[config.mk]
export PLATFORM = sky130hd
export DESIGN_NAME = datasram_resp
export DESIGN_NICKNAME = d
export VERILOG_FILES = /design/src/rtl/datasram_resp.sv
export SDC_FILE = /design/constraint.sdc
export NUM_CORES = 1
export LEC_CHECK = 0
export ABC_AREA = 1
export CAP_MARGIN = 0
export CORE_AREA = 2 2 108 110
export DETAILED_ROUTE_END_ITERATION = 8
export DIE_AREA = 0 0 110 112
export GPL_TIMING_DRIVEN = 0
export PLACE_DENSITY_LB_ADDON = 0.12
export SLEW_MARGIN = 20
export SYNTH_ARGS = -nofsm -noshare
export SYNTH_HDL_FRONTEND = slang
export SYNTH_SLANG_ARGS = --single-unit
[constraint.sdc]
create_clock -name clk -period 4.2 [get_ports clk]
set_input_delay 0.42 -clock clk [delete_from_list [all_inputs] [get_ports clk]]
set_output_delay 0.42 -clock clk [all_outputs]
set_load 0.05 [all_outputs]
[src/rtl/datasram_resp.sv]
// Data SRAM front end: a core request FIFO and a host port share one single-port SRAM.
// The host has fixed priority. Read data returns one cycle after issue to whichever side issued it.
module datasram_resp #(
  parameter int unsigned AW    = 13,
  parameter int unsigned DW    = 16,
  parameter int unsigned DEPTH = 4
) (
  input  logic          clk,
  input  logic          rst_n,
  input  logic [15:0]   datasram_ctrl,
  input  logic [DW-1:0] core_wdata,
  output logic [DW-1:0] core_rdata,
  output logic          core_rvalid,
  output logic          core_stall,
  input  logic          host_req,
  input  logic          host_we,
  input  logic [AW-1:0] host_addr,
  input  logic [DW-1:0] host_wdata,
  output logic          host_gnt,
  output logic [DW-1:0] host_rdata,
  output logic          host_rvalid,
  output logic          sram_ce,
  output logic          sram_we,
  output logic [AW-1:0] sram_addr,
  output logic [DW-1:0] sram_wdata,
  input  logic [DW-1:0] sram_rdata,
  output logic          err_overflow,
  output logic          err_conflict
);

  localparam int unsigned PW = $clog2(DEPTH);
  localparam logic [PW:0] FULL_CNT = (PW+1)'(DEPTH);

  logic [AW-1:0] q_addr  [DEPTH];
  logic [DW-1:0] q_wdata [DEPTH];
  logic [DEPTH-1:0] q_we;
  logic [PW-1:0] wr_ptr, rd_ptr;
  logic [PW:0]   count;
  logic core_pend, host_pend;

  logic core_rd, core_wr, core_req, conflict;
  logic empty, full, host_issue, core_issue, push, drop;
  logic ctrl_unused;

  assign ctrl_unused = datasram_ctrl[15];
  assign core_rd     = datasram_ctrl[13];
  assign core_wr     = datasram_ctrl[14];
  assign core_req    = core_rd ^ core_wr;
  assign conflict    = core_rd & core_wr;

  assign empty = (count == '0);
  assign full  = (count == FULL_CNT);

  // Issue is gated by rst_n so every SRAM-side output is quiet while reset is held.
  // The FIFO is never empty-bypassed, so a request pushed this cycle cannot issue before the next.
  assign host_issue = rst_n & host_req;
  assign core_issue = rst_n & ~host_req & ~empty;
  assign push       = core_req & (~full | core_issue);
  assign drop       = core_req & full & ~core_issue;

  always_ff @(posedge clk) begin
    if (push) begin
      q_addr[wr_ptr]  <= datasram_ctrl[AW-1:0];
      q_wdata[wr_ptr] <= core_wdata;
      q_we[wr_ptr]    <= core_wr;
    end
  end

  always_ff @(posedge clk or negedge rst_n) begin
    if (!rst_n) begin
      wr_ptr       <= '0;
      rd_ptr       <= '0;
      count        <= '0;
      core_pend    <= 1'b0;
      host_pend    <= 1'b0;
      err_overflow <= 1'b0;
      err_conflict <= 1'b0;
    end else begin
      if (push)       wr_ptr <= wr_ptr + PW'(1);
      if (core_issue) rd_ptr <= rd_ptr + PW'(1);
      case ({push, core_issue})
        2'b10:   count <= count + (PW+1)'(1);
        2'b01:   count <= count - (PW+1)'(1);
        default: count <= count;
      endcase
      core_pend <= core_issue & ~q_we[rd_ptr];
      host_pend <= host_issue & ~host_we;
      if (drop)     err_overflow <= 1'b1;
      if (conflict) err_conflict <= 1'b1;
    end
  end

  always_comb begin
    sram_ce    = 1'b0;
    sram_we    = 1'b0;
    sram_addr  = '0;
    sram_wdata = '0;
    if (host_issue) begin
      sram_ce    = 1'b1;
      sram_we    = host_we;
      sram_addr  = host_addr;
      sram_wdata = host_wdata;
    end else if (core_issue) begin
      sram_ce    = 1'b1;
      sram_we    = q_we[rd_ptr];
      sram_addr  = q_addr[rd_ptr];
      sram_wdata = q_wdata[rd_ptr];
    end
  end

  assign host_gnt    = host_issue;
  assign core_stall  = full;
  assign core_rvalid = core_pend;
  assign host_rvalid = host_pend;
  assign core_rdata  = core_pend ? sram_rdata : '0;
  assign host_rdata  = host_pend ? sram_rdata : '0;

endmodule

== Word level (Yosys, flattened, before mapping) ==
Memory sizes are Yosys's and may differ from the RTL's.
Cells that the tools add are included.
Storage, ports and cells
  output and inout bits: 69
  memories kept: 2
  register bits: 15
  bits of input ports: 81
  memory bits (writable): 116
Memory list
  q_wdata: depth 4, bits a word 16, read ports 1, clocked after Yosys merged registers in 0, write ports 1, line 35  | logic [DW-1:0] q_wdata [DEPTH];
  q_addr: depth 4, bits a word 13, read ports 1, clocked after Yosys merged registers in 0, write ports 1, line 34  | logic [AW-1:0] q_addr [DEPTH];
Operators by class
  reductions and logical operators: 3
  mux-type cells: 18
  add/subtract/negate cells: 4
  equality and inequality tests: 3
  magnitude comparators: 3
  bitwise logic cells: 17
Operators by type and width (count)
  two-way mux 16 bit: 4
  two-way mux 13 bit: 2
  AND 1 bit: 9
  two-way mux 1 bit: 8
  < comparator 2 x 3 -> 1 bit (second input constant): 2
  inverter 1 bit: 6
  one-hot mux 3 bit (2 select lines): 1
  adder 2 x 1 -> 2 bit (second input constant): 2
  bitwise mux 4 bit: 1
  adder 3 x 1 -> 3 bit (second input constant): 1
  equality test 3 bit (second input constant): 1
  logical NOT 3 bit: 1
  subtractor 3 x 1 -> 3 bit (second input constant): 1
  binary-select mux 1 bit (select 2 bit): 1
  demux 1 bit (select 2 bit): 1
  equality test 2 x 1 -> 1 bit (second input constant): 1
  equality test 2 bit (second input constant): 1
  >= comparator 2 x 1 -> 1 bit (second input constant): 1
  nonzero test 2 bit: 1
  logical AND 1 bit: 1
  bitwise OR 1 bit: 1
  bitwise XOR 1 bit: 1

== Depth between registers and ports, before layout ==
  depth in word-level cells: 7
  mapped depth: 9
  gate-level depth less buffers: 9

== Least setup slack after synthesis ==
No wires, ideal clock.
  path type: input -> register
  from: input datasram_ctrl[13]
  to: memory q_addr[0][0], enable pin
  stages: 3
  arrival time: 2.192 ns
  buffers on the path: 0
  data required time: 3.783 ns
  library setup time: 0.417 ns
  slack: 1.591 ns
  cell sequence: ha_1 > o21ai_4 > nor2_1
On the way
  longest elaborated chain between the ends: 4
RTL lines
  start: declaration: line 10  | input logic [15:0] datasram_ctrl,
  bitwise XOR 1 bit: line 48  | assign core_req = core_rd ^ core_wr;
  AND 1 bit: line 58  | assign push = core_req & (~full | core_issue);
  two-way mux 1 bit: line 62  | if (push) begin
  two-way mux 1 bit (implied by the code): line 63  | q_addr[wr_ptr] <= datasram_ctrl[AW-1:0];
  end: declaration: line 34
Every way passes these cells.

== Worst setup path in the final report ==
  from: input rst_n
  to: output sram_addr[3]
On the way
  longest elaborated chain between the ends: 4
  elaborated cells between the ends (all ways): 5
  those cells by class: mux (2); bitwise (3)
RTL lines
  start: declaration: line 9  | input logic rst_n,
  AND 1 bit (2 in series): line 57  | assign core_issue = rst_n & ~host_req & ~empty;
  two-way mux 13 bit: line 103  | end else if (core_issue) begin
  two-way mux 13 bit *: line 98  | if (host_issue) begin
  end: declaration: line 24  | output logic [AW-1:0] sram_addr,
Every way passes the cells marked *; elsewhere a longest branch is shown, timed or not.

==> flow_metrics.py <==
metrics = {
    "cells_and_area": {
        "most_common_cell_after_layout_fill_and_taps_aside": "sky130_fd_sc_hd__nand2_1",
        "post_route_cells_drive_above_1_share_pct": 10.0,
        "syn_to_final_growth_pct": 41.1,
        "utilization_pct": 73.6,
        "insertedDiodeCount": 0,
        "fin_area_sq_um": 8220,
        "mostFrequentLayoutCells": "sky130_fd_sc_hd__nand2_1, sky130_fd_sc_hd__clkdlybuf4s50_1, sky130_fd_sc_hd__edfxtp_1",
        "final_nets": 813,
    },
    "status": {
        "status": "finished, final reports clean",
    },
    "setup_path": {
        "path_class": "in2out",
        "r2r.worst_path.cells": 5,
        "required_ps": 3780,
        "worst_setup_path_end_kind": "primary output",
        "crit_top_cell": "sky130_fd_sc_hd__clkdlybuf4s50_1",
        "worst_setup_path_start_kind": "primary input",
        "critPathMaxStageDelay_ps": 850,
        "worst_ep_arrival_time_ps": 2950,
        "critical_path_maximum_fanout": 13,
        "crit_path_top_delay_cell": "sky130_fd_sc_hd__clkdlybuf4s50_1",
        "timing.critical_path.cells": "clkdlybuf4s50_1, inv_2, nor2_8, nand2_8, inv_4, buf_6, nand3_1, nand2_1, clkdlybuf4s50_1",
    },
    "global_routing": {
        "grt_antenna_before_repair": 0,
        "grt-ovfl-total": 0,
        "grt.total_usage_pct": 24.2,
        "vias_in_the_first_global_route": 4596,
        "grt_pass1_wl_mm": 22.2,
        "grt_max_degree": 23,
    },
    "sta": {
        "period_needed_ps": 3370,
        "setup-violations-final": 0,
        "slew_headroom_pct": 60.0,
        "setup_repair_after_global_routing_missed_its_margin": "no",
        "hold_violations": 0,
        "post-route-worst-setup-slack_ps": 827,
        "drv_slew": 0,
        "worstMarginPinSlew_ps": 598,
        "post_route_clock_period_utilization_pct": 80.3,
        "maxClockFrequency_ghz": 0.296,
        "setup_clock_skew_after_layout_ps": 6.25,
    },
    "die": {
        "die_area_sq_um": 12300,
        "die-height_microns": 112,
        "core.rowCount": 39,
        "initial_utilization_pct": 52.2,
        "io_pins": 150,
        "core_sq_um": 11200,
        "die_x_microns": 110,
    },
    "placement": {
        "place_area_sq_um": 7610,
        "dp_worst_setup_slack_ps": 794,
        "post-dp-hpwl_mm": 9.42,
        "place_congestion": 0.722,
        "port_buffers": 148,
    },
    "power": {
        "total_leakage_power_nw": 3.44,
        "power_frac_comb_pct": 37.9,
        "power.share.switching_pct": 37.2,
        "power.share.sequential_pct": 33.8,
        "power_per_cell_area_nw_per_um2": 654,
        "power.share.clock_pct": 28.3,
        "vdd_drop_max_uv": 374,
        "netSwitchingPower_mw": 2.00,
        "p_int_mw": 3.38,
    },
    "synthesis": {
        "register_area_share_after_synthesis_pct": 66.5,
        "syn_avg_cell_area_sq_um": 10.5,
        "mappedNetlistArea_sq_um": 5830,
        "synth_fp_nets": 642,
        "syn_inst": 555,
        "ys_seq_elements": 131,
        "synth.lib_cells_used.distinct": 29,
        "synth-warning-count": 0,
    },
    "cts": {
        "clockRootBuffer": "sky130_fd_sc_hd__clkbuf_16",
        "worstSkewPairLatency_ps": 420,
        "clock_sink_count": 131,
        "cts_inserted_buffers": 17,
        "postCtsResizedCells": 0,
        "cts_tree": "done",
        "htree_num_levels": 4,
        "post_cts_buffers": 0,
        "clockBufferDepth": 2,
        "postCtsHoldBufs": 0,
        "clk_transition_reported_paths_ps": 60,
    },
    "route": {
        "dr.first_iter.drc_count": 302,
        "routed_wl_mm": 14.4,
        "dr.pass1.iters": 5,
        "route.detailed.drc": 0,
        "via_per_inst": 5.23,
        "postRouteAntennaNets": 0,
        "detail_route.wl_per_cell_microns": 16.3,
        "via_count": 4617,
    },
    "min_path": {
        "hold_path_class": "in2async",
    },
    "run": {
        "max-cap-violations": 0,
    },
}
layout make-up:
cell class              count  area [sq um]
repair buffers            152          1570
multi-input cells         344          1610
clock inverters            14           186
well taps                 143           179
flip-flops and latches    131          3880
inverters                  51           194
clock buffers              18           429
fillers                   773          2950
plain buffers              29           180
logic make-up after synthesis:
group | count (synthesis) | share of synthesized area, %
DFF | 131 | 66.5
buffers and inverters | 80 | 6.42
adders and majority gates | 6 | 1.42
and+or+nand+nor | 330 | 24.5
AOI/OAI and AO/OA | 5 | 0.687
xor gates and xnor gates | 3 | 0.451
state kept, by name, summed over array words and instances, names as in the netlist:
signal / cells
err_overflow: 1
core_rvalid: 1
rd_ptr: 2
q_we: 4
wr_ptr: 2
q_wdata: 64
err_conflict: 1
host_rvalid: 1
count: 3
q_addr: 52
final timing paths:
check,from,endpoint,slack [ps]
setup / recovery,rst_n,sram_addr[3],830
hold / removal,rst_n,err_overflow,380
setup reg to reg,count[0],q_wdata[3][7],2440
hold reg to reg,err_conflict,err_conflict,470
max in group asynchronous,rst_n,wr_ptr[1],3420
min in group clk,err_conflict,err_conflict,470
routing by layer:
| metal | up-vias | wire (microns) | part of all wire [%] | track usage [%] |
|---|---|---|---|---|
| met2 | 221 | 7380 | 51 | 42.5 |
| met5 | - | 0 | 0 | 0 |
| met3 | 16 | 1330 | 9.3 | 5.44 |
| met1 | 2196 | 5480 | 38 | 28.2 |
| met4 | 0 | 176 | 1.2 | 10.0 |
| li1 | 2184 | - | - | - |
power by group through the flow:
stage	registers, mW	logic (mW)	clock network (mW)
2_1_floorplan	1.85	1.28	0
3_3_place_gp	1.85	1.90	0
3_5_place_dp	1.84	2.03	0
4_1_cts	1.82	2.05	1.52
5_1_grt	1.84	2.20	1.58
6_report	1.82	2.04	1.52
Yosys cell counts (all sizes together):
master | number | area share (%)
clkbuf | 6 | 0.39
nand2 | 222 | 15
dfrtp | 11 | 4.7
or2 | 1 | 0.11
nor2 | 11 | 1.2
nand4 | 2 | 0.21
fa | 1 | 0.34
inv | 51 | 3.3
nand3 | 94 | 8.2
o21ai | 2 | 0.36
buf | 23 | 2.7
edfxtp | 120 | 62
a21oi | 2 | 0.17
xor2 | 3 | 0.45
ha | 5 | 1.1
a31o | 1 | 0.15
worst max-delay path, delay by kind of cell:
kind / cells / cell delay (ps)
and+or+nand+nor: 4 / 510
buffers and inverters: 5 / 2010
through the flow:
stage | hold slack, ps | TNS, ps | std cells | total power, mW
after detailed placement | 465 | 0 | 850 | 3.87
after CTS | 396 | 0 | 882 | 5.39
after global placement | 454 | -32610 | 846 | 3.75
final | 382 | 0 | 882 | 5.38
after global routing | 438 | 0 | 882 | 5.62
after floorplan | 124 | 0 | 555 | 3.13
No activity file was read; power rests on OpenSTA's default activity.
